**config.mk**
```make
export PLATFORM = sky130hd
export DESIGN_NAME = sm_accum_ctrl
export DESIGN_NICKNAME = d
export VERILOG_FILES = /design/src/rtl/sm_pkg.sv /design/src/rtl/sm_add_sat.sv /design/src/rtl/sm_accum_ctrl.sv
export SDC_FILE = /design/constraint.sdc
export NUM_CORES = 1
export LEC_CHECK = 0
export ABC_CLOCK_PERIOD_IN_PS = 2700
export CAP_MARGIN = 20
export CORE_ASPECT_RATIO = 1.4
export CORE_UTILIZATION = 35
export DETAILED_ROUTE_END_ITERATION = 10
export GPL_ROUTABILITY_DRIVEN = 0
export GPL_TIMING_DRIVEN = 0
export PLACE_DENSITY = 0.61
export SETUP_SLACK_MARGIN = 0.02
export SLEW_MARGIN = 20
export SYNTH_ARGS = -nofsm -noshare
export SYNTH_HDL_FRONTEND = slang
export SYNTH_SLANG_ARGS = --single-unit
```
**constraint.sdc**
```tcl
create_clock -name clk -period 2.7 [get_ports clk]
set_clock_uncertainty 0.05 [all_clocks]
set_input_delay 0.54 -clock clk [delete_from_list [all_inputs] [get_ports clk]]
set_output_delay 0.54 -clock clk [all_outputs]
set_load 0.05 [all_outputs]
```
**src/rtl/sm_pkg.sv**
```systemverilog
// Shared types and default sizes for the sign-magnitude burst accumulator.
package sm_pkg;

  // Controller states
  typedef enum logic [1:0] {
    S_IDLE  = 2'd0,
    S_ACCUM = 2'd1,
    S_DONE  = 2'd2
  } state_e;

  // Default operand width (sign + magnitude) and burst counter width
  localparam int N_DEF  = 4;
  localparam int CW_DEF = 4;

endpackage

```
**src/rtl/sm_add_sat.sv**
```systemverilog
// Combinational sign-magnitude adder with magnitude saturation.
// -0 operands are read as +0 and a zero result is always emitted as +0.
module sm_add_sat
  import sm_pkg::*;
#(
  parameter int N = N_DEF
) (
  input  logic [N-1:0] a,
  input  logic [N-1:0] b,
  output logic [N-1:0] sum,
  output logic         ovf
);

  logic [N-2:0] ma;
  logic [N-2:0] mb;
  logic [N-2:0] mag;
  logic         sa;
  logic         sb;
  logic         sgn;
  logic [N-1:0] raw;

  // Clamp an N-bit magnitude sum to the largest representable magnitude
  function automatic logic [N-2:0] sat_mag(input logic [N-1:0] r);
    return r[N-1] ? {(N-1){1'b1}} : r[N-2:0];
  endfunction

  // Same-sign: add and saturate; opposite sign: larger minus smaller
  always_comb begin
    ma  = a[N-2:0];
    mb  = b[N-2:0];
    sa  = a[N-1] & (|ma);
    sb  = b[N-1] & (|mb);
    raw = {1'b0, ma} + {1'b0, mb};
    mag = '0;
    sgn = 1'b0;
    ovf = 1'b0;
    if (sa == sb) begin
      mag = sat_mag(raw);
      sgn = sa;
      ovf = raw[N-1];
    end else if (ma >= mb) begin
      mag = ma - mb;
      sgn = sa;
    end else begin
      mag = mb - ma;
      sgn = sb;
    end
    sum = {sgn & (|mag), mag};
  end

endmodule

```
**src/rtl/sm_accum_ctrl.sv**
```systemverilog
// Burst accumulator: sums len sign-magnitude operands with saturation,
// presents the result under valid/ready handshake and holds it until the next start.
module sm_accum_ctrl
  import sm_pkg::*;
#(
  parameter int N  = N_DEF,
  parameter int CW = CW_DEF
) (
  input  logic          clk,
  input  logic          reset,
  input  logic          start,
  input  logic [CW-1:0] len,
  input  logic          in_valid,
  input  logic [N-1:0]  in_data,
  output logic          in_ready,
  output logic          out_valid,
  input  logic          out_ready,
  output logic [N-1:0]  sum,
  output logic          ovf,
  output logic          busy
);

  state_e        state_q, state_d;
  logic [N-1:0]  acc_q, acc_d;
  logic [CW-1:0] cnt_q, cnt_d;
  logic          ovf_q, ovf_d;

  logic [N-1:0]  add_sum;
  logic          add_ovf;

  sm_add_sat #(.N(N)) u_add (
    .a   (acc_q),
    .b   (in_data),
    .sum (add_sum),
    .ovf (add_ovf)
  );

  // Next-state and datapath update selection
  always_comb begin
    state_d = state_q;
    acc_d   = acc_q;
    cnt_d   = cnt_q;
    ovf_d   = ovf_q;
    unique case (state_q)
      S_IDLE: begin
        if (start) begin
          acc_d   = '0;
          ovf_d   = 1'b0;
          cnt_d   = len;
          state_d = (len != '0) ? S_ACCUM : S_DONE;
        end
      end
      S_ACCUM: begin
        if (in_valid) begin
          acc_d = add_sum;
          ovf_d = ovf_q | add_ovf;
          cnt_d = cnt_q - 1'b1;
          // cnt of 0 cannot occur here; treating it like 1 keeps the FSM from sticking
          if (cnt_q <= {{(CW-1){1'b0}}, 1'b1}) begin
            state_d = S_DONE;
          end
        end
      end
      S_DONE: begin
        if (out_ready) begin
          state_d = S_IDLE;
        end
      end
      default: state_d = S_IDLE;
    endcase
  end

  // All state registers, with synchronous reset taking priority
  always_ff @(posedge clk) begin
    if (reset) begin
      state_q <= S_IDLE;
      acc_q   <= '0;
      cnt_q   <= '0;
      ovf_q   <= 1'b0;
    end else begin
      state_q <= state_d;
      acc_q   <= acc_d;
      cnt_q   <= cnt_d;
      ovf_q   <= ovf_d;
    end
  end

  assign in_ready  = (state_q == S_ACCUM);
  assign out_valid = (state_q == S_DONE);
  assign busy      = (state_q != S_IDLE);
  assign sum       = acc_q;
  assign ovf       = ovf_q;

endmodule

```
==> Word level (Yosys, flattened, before mapping) <==
Cells that the tools add are included.
{ "totals": {"regBits": 11, "input_bits": 13, "output_inout_bits": 8, "wordCells": 51} }
{ "classes": {"add_sub_neg": 4, "magnitude_cmp": 2, "eq_ne": 7, "muxes": 21, "bitwise_logic": 4, "n_reduce_logical": 9} }
{ "op_table": {"columns": ["operator", "n"], "rows": [
  ["two-way mux 4 bit", 4],
  ["case mux 4 bit (2 select lines)", 2],
  ["two-way mux 2 bit", 5],
  ["two-way mux 3 bit", 3],
  ["OR reduction 3 bit", 3],
  ["case mux 2 bit (3 select lines)", 1],
  ["subtractor 3 bit", 2],
  ["two-way mux 1 bit", 5],
  ["adder 3 x 3 -> 4 bit", 1],
  ["less-or-equal comparator 4 x 1 -> 1 bit, second input constant", 1],
  ["inequality test 2 x 1 -> 1 bit, second input constant", 2],
  ["inequality test 2 bit, second input constant", 2],
  ["AND reduction 4 bit", 1],
  ["nonzero test 2 bit", 2],
  ["nonzero test 4 bit", 1],
  ["subtractor 4 x 1 -> 4 bit, second input constant", 1],
  ["AND 1 bit", 3],
  [">= comparator 3 bit", 1],
  ["AND reduction 3 bit", 1],
  ["equality test 2 x 1 -> 1 bit, second input constant", 1],
  ["equality test 2 bit, second input constant", 1],
  ["logical NOT 2 bit", 1],
  ["case mux 1 bit (2 select lines)", 1],
  ["equality test 1 bit", 1],
  ["OR 1 bit", 1]
]} }

==> Longest topological paths before layout <==
Gate-level depths: netlist of the first run.
{ "depth": {"ltp_word": 8, "depth_mapped": 8, "mapped_depth_nobuf": 8} }

==> Modules after synthesis <==
From an unflattened synthesis of the first run, not the netlist that was laid out.
{ "hier_totals": {"cells_unflattened": 123, "hier_area_um2": 1042.2} }
{ "modules_own_cells": {"columns": ["mod", "instances", "cells_each", "area_each_um2", "seq_area_each_um2"], "rows": [
  ["sm_accum_ctrl", 1, 72, 608.1, 220.2],
  ["sm_add_sat", 1, 51, 434.2, 0.0]
]} }

==> Least setup slack after synthesis of the first run <==
No wires, ideal clock.
{ "synth_timing": {"kind": "register to register", "startpoint": "register acc_q[0] (netlist: sum[0])", "endpoint": "register acc_q[2] (netlist: sum[2])", "setup_time_ns": 0.088, "t_arrival_ns": 2.150, "required_time_ns": 2.562, "path_slack_ns": 0.411, "stages_incl_launch_ff": 9, "n_path_buf": 0, "period_less_slack_ns": 2.289, "path_cell_list": "dfxtp_1 > inv_1 > ha_1 > nor2b_1 > o21ai_1 > mux2i_1 > o22ai_1 > a2bb2oi_2 > o32ai_2"} }
{ "synth_between": {"elab_chain_cells": 6, "word_cells_on_any_way": 12, "cone_classes": "add/sub (3); order compare (1); eq/ne (1); mux (5); bitwise (1); reduce/logical (1)"} }
{ "synth_rtl": {"columns": ["item", "line", "text"], "rows": [
  ["start: declaration", "sm_accum_ctrl.sv:24", "logic [N-1:0] acc_q, acc_d;"],
  ["start signal: assignment", "sm_accum_ctrl.sv:77", "acc_q <= '0;"],
  ["start signal: assignment", "sm_accum_ctrl.sv:82", "acc_q <= acc_d;"],
  ["branches (longest 3 deep; another with subtractor 3 bit)", null, null],
  ["two-way mux 3 bit *", "sm_add_sat.sv:37", "if (sa == sb) begin"],
  ["two-way mux 4 bit *", "sm_accum_ctrl.sv:54", "if (in_valid) begin"],
  ["case mux 4 bit (2 select lines) *", "sm_accum_ctrl.sv:44", "unique case (state_q)"]
]} }
Every way passes the cells marked *. The select of a mux whose other input is x is not followed.
A chain may end at the register's enable or synchronous reset.

==> Worst setup path after layout of the first run <==
{ "layout_timing": {"startpoint": "input in_data[0]", "endpoint": "register acc_q[2] (netlist: sum[2])"} }
{ "layout_between": {"elab_chain_cells": 6, "word_cells_on_any_way": 12, "cone_classes": "add/sub (3); order compare (1); eq/ne (1); mux (5); bitwise (1); reduce/logical (1)"} }
{ "layout_rtl": {"columns": ["item", "line", "text"], "rows": [
  ["start: declaration", "sm_accum_ctrl.sv:14", "input logic [N-1:0] in_data,"],
  ["branches (longest 3 deep; another with subtractor 3 bit)", null, null],
  ["two-way mux 3 bit *", "sm_add_sat.sv:37", null],
  ["two-way mux 4 bit *", "sm_accum_ctrl.sv:54", null],
  ["case mux 4 bit (2 select lines) *", "sm_accum_ctrl.sv:44", null]
]} }
Marked as above.

==> flow_summary.toml, run 1 <==
[run_status]
outcome = "complete, no violations"

[yosys]
synth_simple_gate_area_frac = 0.1979
synth-compound-area-share = 0.2630
async_reset_ff_frac = 0
syn-instance-count = 118
synthesis.area_um2 = 960.9
synth_cell_type_count = 33
seq_area_frac_synth = 0.2292
synth_top_family_by_area = "compound AO/OA/AOI/OAI gates"
synth-xor-area-share = 0.01693
yosys_warnings = 0
synth-edff-count = 0
synth.area.mux_share = 0.04167
synth-seq-cells = 11
syn_nets = 143
ys.flop_type = "dfxtp_1"
synth_adder_area_share = 0.1797
avgSynthCellArea_um2 = 8.143

[critical_path]
path_delay_family = "compound AO/OA/AOI/OAI gates"
cp_num_buf_inv = 2
slowest_delay_ns = 0.59
arrival_ns = 2.68
required_ns = 2.83
r2r_cells = 8
criticalPathCategory = "input port to flip-flop"
critPathMaxFanout = 4
reg2reg_setup_slack_ns = 0.55
worstSetupEndpointType = "flip-flop"
start_kind = "input port"
r2r_start = "sum[0]$_SDFFE_PP0P_"
crit_path_top_delay_cell = "clkdlybuf4s50_1"
r2r-end = "sum[2]$_SDFFE_PP0P_"
cp_cell_sequence = "clkdlybuf4s50_1 > inv_1 > ha_1 > nor2b_1 > o21ai_2 > mux2i_2 > o22ai_1 > a2bb2oi_2 > o32ai_2"

[detailed_routing]
drtIter0Drc = 11
wl_um = 2261
dr.pass1.iters = 5
route.detailed.drc = 0
via_per_inst = 5.073
wl_per_cell_um = 12.70
num_vias = 903
antenna_left = 0

[worst_hold_path]
worst_hold_path_type = "flip-flop to flip-flop"
min_from = "cnt_q[1]$_SDFFE_PP0P_"
min_path_cells = 2
min_to = "cnt_q[1]$_SDFFE_PP0P_"

[die]
io-pin-count = 21
dieArea_um2 = 2962
row_count = 22
initial_utilization = 0.3675
dieHeight_um = 64.00
coreArea_um2 = 2615
chipWidth_um = 46.29

[sta]
setup_tns_ns = 0
rsz0062_at_grt = "false"
setup-violations-final = 0
fmax_mhz = 391.9
maxSlewViolCount = 0
finalCritPeriodShare = 0.9451
fin_ws_ns = 0.1481
timing.final.hold_violations = 0
holdWs_ns = 0.4708
slew_headroom = 0.6668
fin_crit_ns = 2.552
tightest_slew_ns = 0.4983

[global_routing]
grt_pass1_wl_um = 3815
grt_overflow = 0
grt_max_degree = 11
grt_pass1_vias = 907
antenna_found_initial = 0
grt_use_total = 0.1736

[final_layout]
syn2layout_area_growth_pct = 29.17
antenna_cells = 0
drive_gt1_frac = 0.09155
finalInstanceArea_um2 = 1241
fin_nets = 168
finalNonFillerCells = 178

[clocking]
hold_buffers = 0
cts_sinks = 11
ctsLongestPathBuffers = 2
clockRootBuffer = "clkbuf_4"
h-tree-depth = 1
insertion_delay_ns = 0.26
cts_inserted_buffers = 3
post-cts-setup-buffers = 0
cts_tree = "done"
clk_pin_slew_worst_paths_ns = 0.07

[placed_design]
dpl.hpwl_um = 1863
dpl.cell_count = 174
post-place-ws_ns = -0.3687
port-buffer-count = 20
postPlaceCellArea_um2 = 1206

[power_and_ir_drop]
ir_drop_v = 0.0003538
p_leak_nw = 0.5070
power_density_nw_per_um2 = 470.2

[job]
cap_violations = 0
## state kept, by name, summed over array words and instances, names as in the netlist
| register | flops |
|---|---|
| state_q | 2 |
| cnt_q | 4 |
| ovf | 1 |
| sum | 4 |
## cells in the final DEF, fill, tap and decap left out
cell,count
clkdlybuf4s50_1,18
nor2_1,14
inv_1,13
dfxtp_1,11
ha_1,9
o21ai_0,7
nand2_1,7
a21oi_1,6
clkbuf_1,5
a211oi_1,5
nor3_1,5
nor2b_1,4
nand2b_1,3
mux2i_1,3
fa_1,3
clkbuf_4,3
o31ai_4,2
nand3_1,2
a31oi_1,2
clkbuf_2,1
xnor2_2,1
o21ai_2,1
mux2i_2,1
o22ai_1,1
a2bb2oi_2,1
o32ai_2,1
nand4_1,1
o21ai_1,1
or2_2,1
a2bb2oi_1,1
nor4_1,1
and3_1,1
a221oi_2,1
a22o_1,1
a22oi_1,1
a21o_1,1
nor3b_1,1
dlygate4sd2_1,1
dlymetal6s2s_1,1
## worst register-to-register path, delay by kind of cell (launching register included)
| kind | cells | cell delay, ns |
|---|---|---|
| compound gates | 4 | 0.80 |
| fa+ha+maj | 1 | 0.21 |
| buf+inv | 1 | 0.08 |
| flops | 1 | 0.48 |
| mux | 1 | 0.29 |
| simple gates | 1 | 0.16 |
## per-layer routing
metal	wire (um)	share of wire	vias up	track usage
li1	-	-	455	-
met1	874	0.39	414	0.1896
met2	1250	0.55	26	0.3134
met3	70	0.031	8	0.01695
met4	65	0.029	0	0.08088
met5	0	0	-	0
## metrics by stage
step / utilization / total power, W
final: 0.4746 / 0.0005835
after floorplan: - / 0.0003890
after global placement: 0.4612 / 0.0004673
after global routing: 0.4746 / 0.0006309
after CTS: 0.4737 / 0.0005879
after detailed placement: 0.4612 / 0.0004743
## synthesized netlist by cell type (4+ instances only)
| library cell | number | share of area |
|---|---|---|
| ha_1 | 9 | 0.12 |
| clkbuf_1 | 4 | 0.016 |
| a21oi_1 | 6 | 0.031 |
| nor2_1 | 14 | 0.055 |
| dfxtp_1 | 11 | 0.23 |
| mux2i_1 | 4 | 0.042 |
| inv_1 | 13 | 0.051 |
| a211oi_1 | 5 | 0.039 |
| nand2_1 | 7 | 0.027 |
| nor2b_1 | 4 | 0.026 |
| o21ai_0 | 7 | 0.036 |
| nor3_1 | 5 | 0.026 |
## area by class of cell
class | instances | area, um^2
sequential | 11 | 220.2
buffer | 5 | 20.02
timing repair buffer | 20 | 201.4
fill | 279 | 1374
tap | 36 | 45.04
clock buffer | 4 | 26.28
inverter | 13 | 48.80
multi-input combinational | 89 | 679.4
## how the worst max path moves through the flow
stage,slack [ns],end,cells past startpoint,start
6_report,0.15,sum[2]$_SDFFE_PP0P_,9,in_data[0]
5_1_grt,0.05,out_valid,3,state_q[1]$_SDFFE_PP0P_
4_1_cts,0.1,in_ready,5,state_q[0]$_SDFFE_PP0P_
3_5_place_dp,-0.37,sum[2]$_SDFFE_PP0P_,9,in_data[1]
3_3_place_gp,-0.34,sum[2]$_SDFFE_PP0P_,9,in_data[1]
2_1_floorplan,0.41,sum[2]$_SDFFE_PP0P_,8,sum[0]$_SDFFE_PP0P_
## logic make-up (layout without fill, tap and decap cells)
group           after synthesis  in the layout
buf+inv                      18             42
fa+ha+maj                    12             12
xor+xnor                      1              1
flops                        11             11
mux                           4              4
simple gates                 40             40
compound gates               32             32
## timing repair
action | in CTS | in global routing
cloned | 0 | 0
setup endpoints to repair | 2 | 1
resized for setup | 3 | 1
## report_power, final
part	internal, W	leakage, nW	switching [W]
clock	0.0000572	0.0150	0.0000533
combinational	0.000112	0.402	0.000166
sequential	0.000179	0.0900	0.0000161
Note: power is estimated with default switching activity, not from simulation.
==> run 2: changes to the inputs <==
--- a/config.mk
+++ b/config.mk
@@ -8,12 +8,12 @@
 export ABC_CLOCK_PERIOD_IN_PS = 2700
 export CAP_MARGIN = 20
 export CORE_ASPECT_RATIO = 1.4
-export CORE_UTILIZATION = 35
+export CORE_UTILIZATION = 49
 export DETAILED_ROUTE_END_ITERATION = 10
 export GPL_ROUTABILITY_DRIVEN = 0
 export GPL_TIMING_DRIVEN = 0
-export PLACE_DENSITY = 0.61
-export SETUP_SLACK_MARGIN = 0.02
+export MAX_ROUTING_LAYER = met4
+export PLACE_DENSITY = 0.8
 export SLEW_MARGIN = 20
 export SYNTH_ARGS = -nofsm -noshare
 export SYNTH_HDL_FRONTEND = slang
==> run 2 against run 1 <==
  * Flip-flop and latch count is the same
  * Global-route usage is 7.4 points higher
  * Clock power about the same
  * Highest routed layer unchanged
==> flow_summary.toml, run 2 (synthesis results as in run 1) <==
[power_and_ir_drop]
p_comb_frac = 0.473
p_int_w = 0.0003478
ir_drop_v = 0.0003187
p_leak_nw = 0.5152
power.switching_w = 0.0002398
p_seq_frac = 0.334
power_density_nw_per_um2 = 481.2
switching_share = 0.4081
p_clk_frac = 0.193

[critical_path]
r2r-end = "sum[2]$_SDFFE_PP0P_"
criticalPathCategory = "flip-flop to output port"
r2r_cells = 8
critPathMaxFanout = 10
cp_cell_sequence = "clkbuf_1 > nor2b_1 > clkdlybuf4s50_1"
crit_path_top_delay_cell = "clkdlybuf4s50_1"
start_kind = "flip-flop"
slowest_delay_ns = 0.83
worstSetupEndpointType = "output port"
r2r_start = "sum[0]$_SDFFE_PP0P_"
required_ns = 2.11
arrival_ns = 2.00
reg2reg_setup_slack_ns = 0.56

[global_routing]
grt_use_total = 0.2473
grt_max_degree = 11
grt_overflow = 0
antenna_found_initial = 0
grt_pass1_vias = 860
grt_pass1_wl_um = 3567

[clocking]
cts_inserted_buffers = 3
h-tree-depth = 1
ctsLongestPathBuffers = 2
clk_pin_slew_worst_paths_ns = 0.07
insertion_delay_ns = 0.27
clockRootBuffer = "clkbuf_4"
post-cts-setup-buffers = 0
cts_sinks = 11
cts_tree = "done"

[final_layout]
syn2layout_area_growth_pct = 27.08
final_common_cell = "clkdlybuf4s50_1"
mostFrequentLayoutCells = "clkdlybuf4s50_1, nor2_1, inv_1, dfxtp_1, ha_1"
utilization = 0.6778
finalInstanceArea_um2 = 1221
antenna_cells = 0
fin_nets = 168
drive_gt1_frac = 0.08451
fill_cells = 162

[sta]
setup-violations-final = 0
slew_headroom = 0.6667
fmax_mhz = 386.8
fin_crit_ns = 2.585
finalCritPeriodShare = 0.9576
tightest_slew_ns = 0.4984
timing.final.hold_violations = 0
rsz0062_at_grt = "false"
maxSlewViolCount = 0

[detailed_routing]
via_per_inst = 5.667
route.detailed.drc = 0
drtIter0Drc = 13
wl_um = 2280
num_vias = 918
antenna_left = 0
wl_per_cell_um = 14.07
dr.pass1.iters = 5

[placed_design]
dpl.hpwl_um = 1782
port-buffer-count = 20
postPlaceCellArea_um2 = 1186

[die]
row_count = 18
coreArea_um2 = 1802
initial_utilization = 0.5333
chipWidth_um = 39.43
dieHeight_um = 54.40
dieArea_um2 = 2145
io-pin-count = 21

[job]
cap_violations = 0

[worst_hold_path]
min_from = "cnt_q[1]$_SDFFE_PP0P_"
min_path_cells = 2
min_to = "cnt_q[1]$_SDFFE_PP0P_"
worst_hold_path_type = "flip-flop to flip-flop"

[run_status]
outcome = "complete, no violations"
## run 2: repair_timing
item                                    4_1_cts  5_1_grt
gates resized for setup                       1        3
endpoints found under the setup margin        2        3
hold buffers                                  0        0
cloned                                        0        0
## run 2: worst max path at each step
stage | cells past startpoint | slack, ns | startpoint | endpoint
2_1_floorplan | 8 | 0.41 | sum[0]$_SDFFE_PP0P_ | sum[2]$_SDFFE_PP0P_
3_3_place_gp | 9 | -0.25 | in_data[1] | sum[2]$_SDFFE_PP0P_
3_5_place_dp | 9 | -0.33 | in_data[1] | sum[2]$_SDFFE_PP0P_
4_1_cts | 9 | 0.03 | in_data[1] | sum[2]$_SDFFE_PP0P_
5_1_grt | 3 | 0.03 | state_q[1]$_SDFFE_PP0P_ | out_valid
6_report | 3 | 0.11 | state_q[1]$_SDFFE_PP0P_ | out_valid
## run 2: power groups by stage
| stage | combinational [W] | clock, W | sequential (W) |
|---|---|---|---|
| 3_5_place_dp | 0.000272 | 0 | 0.000199 |
| 2_1_floorplan | 0.000182 | 0 | 0.000207 |
| 4_1_cts | 0.000277 | 0.000114 | 0.000196 |
| 6_report | 0.000278 | 0.000114 | 0.000196 |
| 5_1_grt | 0.000310 | 0.000119 | 0.000198 |
| 3_3_place_gp | 0.000265 | 0 | 0.000199 |
## run 2: critical path: cells and delay by family, from the launching register on
| kind | cells | cell delay [ns] |
|---|---|---|
| buf+inv | 2 | 1.16 |
| simple gates | 1 | 0.24 |
| flops | 1 | 0.33 |
## run 2: routing by layer
metal / track usage / part of all wire
met1: 0.2331 / 0.37
met2: 0.4973 / 0.58
met3: 0.01220 / 0.032
met4: 0.08621 / 0.017
met5: - / 0
## run 2: final cells by class
| class | count | area, um^2 | share of cell area |
|---|---|---|---|
| clock buffer | 4 | 26.28 | 0.02152 |
| timing repair buffer | 20 | 205.2 | 0.1680 |
| sequential | 11 | 220.2 | 0.1803 |
| inverter | 13 | 48.80 | 0.03996 |
| buffer | 5 | 20.02 | 0.01639 |
| multi-input combinational | 89 | 675.6 | 0.5533 |
| tap | 20 | 25.02 | 0.02049 |
## run 2: through the flow
stage          hold slack (ns)  setup TNS (ns)  instances  total power [W]  setup slack (ns)
2_1_floorplan           0.4343               0        118        0.0003890            0.4114
4_1_cts                 0.4823               0        162        0.0005865           0.02769
6_report                0.4838               0        162        0.0005876            0.1146
5_1_grt                 0.5344               0        162        0.0006272           0.03341
3_5_place_dp            0.4671         -0.6844        158        0.0004715           -0.3303
3_3_place_gp            0.4669         -0.5143        158        0.0004633           -0.2547
